File: src/rtl/ysyx_2022040010_mul_seq.sv
// Multi-cycle RV64M shift-add multiplier (MUL/MULH/MULHU/MULW) that borrows the EXU's shared adder.
// Optional `MULW_HALF_ITER_EN: MULW stops after 32 iterations and takes its result from lo[63:32].
module ysyx_2022040010_mul_seq #(
    parameter int XLEN  = 64,
    parameter int CNT_W = 7
) (
    input  logic            clk,
    input  logic            rst,
    input  logic            in_valid,
    output logic            in_ready,
    input  logic [1:0]      in_op,
    input  logic [XLEN-1:0] in_a,
    input  logic [XLEN-1:0] in_b,
    input  logic            flush,
    output logic            out_valid,
    input  logic            out_ready,
    output logic [XLEN-1:0] out_result,
    output logic            busy,
    output logic [XLEN-1:0] add_a,
    output logic [XLEN-1:0] add_b,
    output logic            add_cin,
    output logic            add_alu32,
    input  logic [XLEN-1:0] add_s,
    input  logic            add_cout
);

    typedef enum logic [2:0] {
        S_IDLE, S_NEGA, S_NEGB, S_MUL, S_NEGLO, S_NEGHI, S_DONE
    } state_t;

    localparam logic [1:0] OP_MUL   = 2'b00;
    localparam logic [1:0] OP_MULH  = 2'b01;
    localparam logic [1:0] OP_MULHU = 2'b10;
    localparam logic [1:0] OP_MULW  = 2'b11;

    localparam logic [CNT_W-1:0] CNT_LAST_FULL = CNT_W'(XLEN - 1);
`ifdef MULW_HALF_ITER_EN
    localparam logic [CNT_W-1:0] CNT_LAST_W = CNT_W'(XLEN/2 - 1);
`else
    localparam logic [CNT_W-1:0] CNT_LAST_W = CNT_W'(XLEN - 1);
`endif

    state_t            state_reg, state_next;
    logic [XLEN-1:0]   mcand_reg, mcand_next;
    logic [XLEN-1:0]   hi_reg, hi_next;
    logic [XLEN-1:0]   lo_reg, lo_next;
    logic [CNT_W-1:0]  cnt_reg, cnt_next;
    logic              neg_reg, neg_next;
    logic              carry_reg, carry_next;
    logic [1:0]        op_reg, op_next;
    logic [XLEN-1:0]   result_reg, result_next;
    logic [2*XLEN:0]   step_sum;
    logic [XLEN-1:0]   mulw_word;

    always_ff @(posedge clk or posedge rst) begin
        if (rst) begin
            state_reg  <= S_IDLE;
            mcand_reg  <= '0;
            hi_reg     <= '0;
            lo_reg     <= '0;
            cnt_reg    <= '0;
            neg_reg    <= 1'b0;
            carry_reg  <= 1'b0;
            op_reg     <= OP_MUL;
            result_reg <= '0;
        end else begin
            state_reg  <= state_next;
            mcand_reg  <= mcand_next;
            hi_reg     <= hi_next;
            lo_reg     <= lo_next;
            cnt_reg    <= cnt_next;
            neg_reg    <= neg_next;
            carry_reg  <= carry_next;
            op_reg     <= op_next;
            result_reg <= result_next;
        end
    end

    // One shift-add step: the new partial sum (with carry) drops its LSB into the multiplier register.
    assign step_sum = {add_cout, add_s, lo_reg};

`ifdef MULW_HALF_ITER_EN
    assign mulw_word = {{(XLEN-32){lo_next[XLEN-1]}}, lo_next[XLEN-1:XLEN-32]};
`else
    assign mulw_word = {{(XLEN-32){lo_next[31]}}, lo_next[31:0]};
`endif

    always_comb begin
        state_next  = state_reg;
        mcand_next  = mcand_reg;
        hi_next     = hi_reg;
        lo_next     = lo_reg;
        cnt_next    = cnt_reg;
        neg_next    = neg_reg;
        carry_next  = carry_reg;
        op_next     = op_reg;
        result_next = result_reg;
        add_a       = '0;
        add_b       = '0;
        add_cin     = 1'b0;

        case (state_reg)
            S_IDLE: begin
                if (in_valid) begin
                    mcand_next = in_a;
                    lo_next    = in_b;
                    hi_next    = '0;
                    cnt_next   = '0;
                    op_next    = in_op;
                    neg_next   = (in_op == OP_MULH) && (in_a[XLEN-1] ^ in_b[XLEN-1]);
                    if (in_op == OP_MULH && in_a[XLEN-1])
                        state_next = S_NEGA;
                    else if (in_op == OP_MULH && in_b[XLEN-1])
                        state_next = S_NEGB;
                    else
                        state_next = S_MUL;
                end
            end
            S_NEGA: begin
                add_a      = ~mcand_reg;
                add_cin    = 1'b1;
                mcand_next = add_s;
                // lo still holds the untouched multiplier, so its MSB is rs2's sign
                state_next = (op_reg == OP_MULH && lo_reg[XLEN-1]) ? S_NEGB : S_MUL;
            end
            S_NEGB: begin
                add_a      = ~lo_reg;
                add_cin    = 1'b1;
                lo_next    = add_s;
                state_next = S_MUL;
            end
            S_MUL: begin
                add_a    = hi_reg;
                add_b    = lo_reg[0] ? mcand_reg : '0;
                hi_next  = step_sum[2*XLEN:XLEN+1];
                lo_next  = step_sum[XLEN:1];
                cnt_next = cnt_reg + 1'b1;
                if (cnt_reg == ((op_reg == OP_MULW) ? CNT_LAST_W : CNT_LAST_FULL))
                    state_next = neg_reg ? S_NEGLO : S_DONE;
            end
            S_NEGLO: begin
                add_a      = ~lo_reg;
                add_cin    = 1'b1;
                lo_next    = add_s;
                carry_next = add_cout;
                state_next = S_NEGHI;
            end
            S_NEGHI: begin
                add_a      = ~hi_reg;
                add_cin    = carry_reg;
                hi_next    = add_s;
                state_next = S_DONE;
            end
            S_DONE: begin
                if (out_ready)
                    state_next = S_IDLE;
            end
            default: state_next = S_IDLE;
        endcase

        if (flush)
            state_next = S_IDLE;

        // Result is captured only on entry to DONE, so a flushed op never updates it
        if (state_next == S_DONE && state_reg != S_DONE) begin
            case (op_reg)
                OP_MUL:   result_next = lo_next;
                OP_MULH,
                OP_MULHU: result_next = hi_next;
                default:  result_next = mulw_word;
            endcase
        end
    end

    assign in_ready   = (state_reg == S_IDLE);
    assign busy       = (state_reg != S_IDLE);
    assign out_valid  = (state_reg == S_DONE);
    assign out_result = result_reg;
    assign add_alu32  = 1'b0;

endmodule

File: config.mk
export PLATFORM = sky130hd
export DESIGN_NAME = ysyx_2022040010_mul_seq
export DESIGN_NICKNAME = d
export VERILOG_FILES = /design/src/rtl/ysyx_2022040010_mul_seq.sv
export SDC_FILE = /design/constraint.sdc
export NUM_CORES = 1
export LEC_CHECK = 0
export BUFFER_PORTS_ARGS = -buffer_cell sky130_fd_sc_hd__buf_2
export CORE_ASPECT_RATIO = 0.9
export CORE_MARGIN = 5
export CORE_UTILIZATION = 50
export DETAILED_ROUTE_END_ITERATION = 10
export PLACE_DENSITY = 0.78
export SYNTH_ARGS = -nofsm -noshare
export SYNTH_HDL_FRONTEND = slang
export SYNTH_SLANG_ARGS = --single-unit
File: constraint.sdc
create_clock -name clk -period 7 [get_ports clk]
set_clock_uncertainty 0.15 [all_clocks]
set_input_delay 0 -clock clk [delete_from_list [all_inputs] [get_ports clk]]
set_output_delay 0 -clock clk [all_outputs]
set_load 0.05 [all_outputs]
==> results of run 1 <==
==> kinds of logic (layout without fill, tap and decap cells) <==
kind of cell / Yosys count / in the layout
DFF: 270 / 270
muxes: 196 / 196
and+or+nand+nor: 382 / 382
buffers and inverters: 229 / 722
other: 1 / 8
AOI/OAI and AO/OA: 720 / 720
adders and majority gates: 12 / 12
xor gates and xnor gates: 2 / 2
==> path summary, 6_finish.rpt <==
path	slack, ps	to	cells past startpoint
min	70	state_reg[1]	5
min reg2reg	360	neg_reg	2
max in group asynchronous	4990	state_reg[2]	5
max	2180	out_result[15]	7
min in group asynchronous	80	mcand_reg[38]	4
max reg2reg	2180	out_result[15]	7
==> routing by layer <==
layer	GRT usage, %	vias to the layer above
met3	7.57	269
met1	46.4	8973
li1	-	7919
met2	53.4	1452
met5	0	-
met4	15.8	0
==> synthesized netlist by cell type (2+ instances only) <==
cell	n
o31ai_1	2
mux2i_1	65
a32oi_1	64
buf_4	4
nor3_1	3
o2bb2ai_1	9
a2bb2oi_1	32
nor2_1	98
a21oi_1	68
maj3_1	8
inv_1	17
mux2_2	120
a31oi_1	2
nand2_1	173
and3_1	65
buf_6	3
dfrtp_1	270
and3b_1	2
a41oi_1	23
nand3_1	3
xor2_1	2
nand3b_1	25
ha_1	4
o221ai_1	9
a22o_1	151
mux2_1	11
o21ai_0	171
clkbuf_1	154
nor2b_1	7
buf_1	29
o22ai_1	105
a21o_1	2
a22oi_1	10
buf_2	20
a221oi_1	64
==> tightest hold or removal path: stages <==
cell	delay [ps]
buf_2	120
a21oi_1	160
o21ai_0	90
a41o_1	300
inv_1	90
==> power by group through the flow <==
stage / Sequential, mW / Clock, mW / Combinational (mW)
3_3_place_gp: 2.71 / 0 / 4.02
6_report: 2.76 / 1.62 / 4.63
3_5_place_dp: 2.74 / 0 / 4.11
2_1_floorplan: 2.44 / 0 / 3.24
4_1_cts: 2.72 / 1.62 / 4.50
5_1_grt: 2.83 / 1.68 / 4.91
==> layout make-up <==
| class | count | area share [%] |
|---|---|---|
| well taps | 422 | 2.39 |
| repair buffers | 648 | 20.1 |
| clock inverters | 9 | 0.339 |
| clock buffers | 46 | 4.17 |
| multi-input cells | 1313 | 42.0 |
| diodes | 7 | 0.0792 |
| inverters | 19 | 0.345 |
| flip-flops and latches | 270 | 30.6 |
==> flow_metrics.py, run 1 <==
metrics = {
    "run_status": {
        "outcome": "complete, no violations",
    },
    "finish": {
        "final_common_cell": "buf_2",
        "drive_above_1_share_pct": 26.8,
        "fin_nets": 2486,
        "regArea_sq_mm": 0.00677,
        "n_fill_cell": 2511,
        "final_cell_mix": "buf_2, dfrtp_1, dlygate4sd3_1",
        "final_util_pct": 66.8,
        "area_delta_synth_final_pct": 31.3,
        "stdcell_area_sq_mm": 0.0221,
        "multi_input_area_sq_mm": 0.00928,
        "final_cells": 2734,
    },
    "yosys": {
        "synth-compound-area-share_pct": 30.5,
        "synth-seq-cells": 270,
        "synth_nets": 2016,
        "synth_top_area_cell": "dfrtp_1",
        "synthArstFlopShare_pct": 100,
        "synth_top_family_by_area": "compound AO/OA/AOI/OAI gates",
        "synth_edf_count": 0,
        "ys_types": 52,
        "ys_warn_count": 0,
        "syn_area_per_cell_sq_um": 9.29,
        "syn_inst": 1812,
        "synth_xor_area_share_pct": 0.104,
        "synthAdderAreaFrac_pct": 0.773,
        "yosys-mux-area-fraction_pct": 12.6,
        "ys_seq_area_share_pct": 40.1,
        "synth_flop_cell": "dfrtp_1",
        "synth.area.top_cells": "dfrtp_1, mux2_2, a22o_1",
        "synth_top_area_share_pct": 40.1,
        "synth-simple-area-share_pct": 10.4,
        "synth_area_sq_mm": 0.0168,
    },
    "routing": {
        "met1_length_um": 26200,
        "drtIter0Drc": 2487,
        "drt_wl_total_um": 68200,
        "vias": 18600,
        "route.met3.wl_um": 7750,
        "drc": 0,
        "route.top_layer_used": "met4",
        "firstDrtPassIters": 6,
        "antenna_left": 0,
        "met2_length_um": 31000,
        "viasPerCell": 6.81,
        "route.detailed.wl_per_inst_um": 24.9,
    },
    "global_routing": {
        "grt_pass1_vias": 18500,
        "grt_pass1_wl_um": 104000,
        "grt.total_usage_pct": 34.4,
        "grt_max_degree": 142,
        "antenna_found_initial": 1,
        "grt_overflow": 0,
    },
    "floorplanning": {
        "dieArea_sq_mm": 0.0375,
        "start_util_pct": 50.9,
        "die_x_um": 203,
        "die_h_um": 184,
        "core_area_sq_mm": 0.0331,
        "ios": 397,
        "rows": 63,
    },
    "sta": {
        "worst_slack_ps": 2180,
        "slew_violations": 0,
        "relSlewSlack_pct": 17.8,
        "setup_viol": 0,
        "hold_viol": 0,
        "max_freq_mhz": 207,
        "setup_tns_ps": 0,
        "min_period_ps": 4820,
        "whs_ps": 73.3,
        "min_period_over_period_pct": 68.9,
        "worst_pin_slew_ps": 1230,
        "rsz0062_at_grt": "no",
    },
    "power_and_ir_drop": {
        "p_per_area_mw_per_mm2": 407,
        "p_int_mw": 4.79,
        "power_switching_mw": 4.22,
        "switching_share_pct": 46.8,
        "vdd_drop_max_mv": 0.349,
        "pwr-share-comb_pct": 51.4,
        "clkPwrFrac_pct": 17.9,
        "p_leak_nw": 10.5,
        "p_total_mw": 9.01,
        "pwr-share-seq_pct": 30.7,
    },
    "placement": {
        "place_area_sq_mm": 0.0189,
        "gp_congestion": 0.890,
        "dpl_worst_slack_ps": 2330,
        "dp_cells": 2448,
        "io_buffers": 395,
        "dp_hpwl_um": 39700,
    },
    "worst_setup_path": {
        "worstSetupStartpoint": "state_reg[0]",
        "crit_family": "simple AND/OR/NAND/NOR gates",
        "crit_slowest_cell": "dfrtp_4",
        "r2r_start": "state_reg[0]",
        "slowest_delay_ps": 970,
        "cp_data_required_time_ps": 7290,
        "crit_chain": "buf_4, nor2_4, nor2_1, o22ai_1, nor3_4, buf_4, mux2_2",
        "crit_fanout": 91,
        "critPathKind": "flip-flop to flip-flop",
        "cp.arrival_ps": 5110,
        "worst_setup_path_end_kind": "flip-flop",
        "cp-start-kind": "flip-flop",
        "cp_common_cell": "buf_4",
        "path_buf_inv": 2,
    },
    "clock_network": {
        "cts_tree": "built",
        "clk_path_buf_depth": 3,
        "cts_resized": 0,
        "clockRootBuffer": "clkbuf_16",
        "clk_pin_slew_ps": 70,
        "clk_latency_ps": 570,
        "h-tree-depth": 1,
        "cts_buffers": 30,
        "clock-sinks": 270,
        "hold_buffers": 224,
        "cts_setup_buffers": 0,
    },
    "hold_path": {
        "hold_path_class": "input pin to flip-flop",
        "hp-start": "out_ready",
    },
    "run": {
        "maxCapViolCount": 0,
    },
}
No activity file was read; power rests on OpenSTA's default activity.
==> run 2, diff against run 1 <==
--- a/config.mk
+++ b/config.mk
@@ -10,7 +10,7 @@
 export CORE_MARGIN = 5
 export CORE_UTILIZATION = 50
 export DETAILED_ROUTE_END_ITERATION = 10
-export PLACE_DENSITY = 0.78
+export PLACE_DENSITY = 0.75
 export SYNTH_ARGS = -nofsm -noshare
 export SYNTH_HDL_FRONTEND = slang
 export SYNTH_SLANG_ARGS = --single-unit
==> constraint.sdc (replaced) <==
create_clock -name clk -period 4.6 [get_ports clk]
set_clock_uncertainty 0.15 [all_clocks]
set_input_delay 0 -clock clk [delete_from_list [all_inputs] [get_ports clk]]
set_output_delay 0 -clock clk [all_outputs]
set_load 0.05 [all_outputs]
==> run 2 against run 1 <==
Compared with the run above: count of clock-buffer cells in the layout did not move; fmax grew 18%; die area unchanged; non-clock buffer count rose by 15; clock power rose by 58%; global-route usage increased by 0.13 points; wire length is 0.15% higher; critical path depth did not move; highest routed layer is now met5.
==> flow_metrics.py, run 2 (synthesized netlist as in run 1, its figures left out) <==
metrics = {
    "finish": {
        "regArea_sq_mm": 0.00677,
        "stdcell_area_sq_mm": 0.0223,
        "multi_input_area_sq_mm": 0.00929,
        "final_common_cell": "buf_2",
        "n_fill_cell": 2561,
        "final_cells": 2750,
        "drive_above_1_share_pct": 27.2,
        "fin_nets": 2502,
        "final_util_pct": 67.4,
        "area_delta_synth_final_pct": 32.5,
        "final_cell_mix": "buf_2, dfrtp_1, dlygate4sd3_1",
    },
    "worst_setup_path": {
        "crit_chain": "clkinv_2, buf_4, a221oi_1, o22ai_1, dlygate4sd3_1, a22o_1, mux2_1",
        "worst_setup_path_end_kind": "flip-flop",
        "critPathKind": "flip-flop to flip-flop",
        "r2r_start": "state_reg[1]",
        "cp-start-kind": "flip-flop",
        "reg2regPathDepth": 7,
        "crit_slowest_cell": "dfrtp_4",
        "cp.arrival_ps": 4380,
        "slowest_delay_ps": 980,
        "r2r_setup_slack_ps": 510,
        "r2r-end": "out_result[27]",
        "cp_data_required_time_ps": 4890,
        "crit_fanout": 65,
    },
    "sta": {
        "worst_slack_ps": 507,
        "whs_ps": 110,
        "rsz0062_at_grt": "no",
        "setup_viol": 0,
        "worst_pin_slew_ps": 1340,
        "min_period_ps": 4090,
        "hold_viol": 0,
        "max_freq_mhz": 244,
        "relSlewSlack_pct": 10.7,
        "slew_violations": 0,
        "min_period_over_period_pct": 89.0,
        "setup_tns_ps": 0,
    },
    "hold_path": {
        "hold_depth": 4,
        "hp-start": "in_a[24]",
        "holdPathEnd": "mcand_reg[24]",
        "hold_path_class": "input pin to flip-flop",
    },
    "power_and_ir_drop": {
        "p_per_area_mw_per_mm2": 620,
        "vdd_drop_max_mv": 0.609,
        "p_total_mw": 13.8,
        "p_leak_nw": 10.6,
    },
    "global_routing": {
        "grt_overflow": 0,
        "grt_pass1_wl_um": 105000,
        "grt_pass1_vias": 18300,
        "grt_max_degree": 179,
        "grt.total_usage_pct": 34.5,
        "antenna_found_initial": 5,
    },
    "routing": {
        "drt_wl_total_um": 68300,
        "firstDrtPassIters": 5,
        "drtIter0Drc": 2175,
        "vias": 18500,
        "route.detailed.wl_per_inst_um": 24.8,
        "viasPerCell": 6.73,
        "antenna_left": 0,
        "drc": 0,
    },
    "run": {
        "maxCapViolCount": 0,
    },
    "clock_network": {
        "clock-sinks": 270,
        "clk_latency_ps": 560,
        "clk_pin_slew_ps": 60,
        "clk_path_buf_depth": 3,
        "cts_setup_buffers": 0,
        "cts_tree": "built",
        "h-tree-depth": 1,
        "cts_buffers": 31,
        "clockRootBuffer": "clkbuf_16",
    },
    "placement": {
        "place_area_sq_mm": 0.0190,
        "gp_congestion": 0.865,
        "dp_hpwl_um": 40800,
        "io_buffers": 395,
        "dp_cells": 2458,
        "dpl_worst_slack_ps": 1100,
    },
    "floorplanning": {
        "rows": 63,
        "ios": 397,
        "start_util_pct": 50.9,
        "dieArea_sq_mm": 0.0375,
        "die_h_um": 184,
        "core_area_sq_mm": 0.0331,
        "die_x_um": 203,
    },
    "run_status": {
        "outcome": "complete, no violations",
    },
}
==> run 2: metal layers <==
metal | part of all wire [%] | up-vias | routed length, um | global-route usage [%]
li1 | - | 7963 | - | -
met1 | 39 | 9010 | 26700 | 46.5
met2 | 46 | 1318 | 31100 | 54.6
met3 | 11 | 228 | 7560 | 7.57
met4 | 4.3 | 2 | 2940 | 13.9
met5 | 0.019 | - | 13 | 0
==> run 2: area by class of cell <==
cell class,instances,area share (%)
antenna,6,0.0673
clock buffer,46,4.18
clock inverter,11,0.505
inverter,19,0.342
multi-input combinational,1313,41.6
sequential,270,30.3
tap,422,2.37
timing repair buffer,663,20.6
==> run 2: critical path: cells and delay by family, from the launching register on <==
kind	cells	cell delay, ps
mux	1	290
compound gates	3	620
buf+inv	3	1860
flops	1	980
==> run 2: worst max-delay path by stage <==
stage	start	endpoint	slack [ps]	cells past startpoint
final	state_reg[1]	out_result[27]	510	7
after detailed placement	state_reg[1]	out_result[47]	1100	6
after floorplan	rst	carry_reg	880	1
after CTS	state_reg[1]	out_result[27]	660	7
after global placement	state_reg[1]	out_result[63]	1160	6
after global routing	state_reg[1]	out_result[29]	400	7
==> run 2: power by group <==
group / internal, mW / switching (mW)
clock: 1.50 / 1.05
combinational: 2.73 / 4.35
sequential: 3.17 / 1.03
total: 7.41 / 6.44
==> run 2: what timing repair did <==
item                                   4_1_cts  5_1_grt
endpoints found under the hold margin      453        0
gates resized for setup                      0        0
hold buffers                               229        0
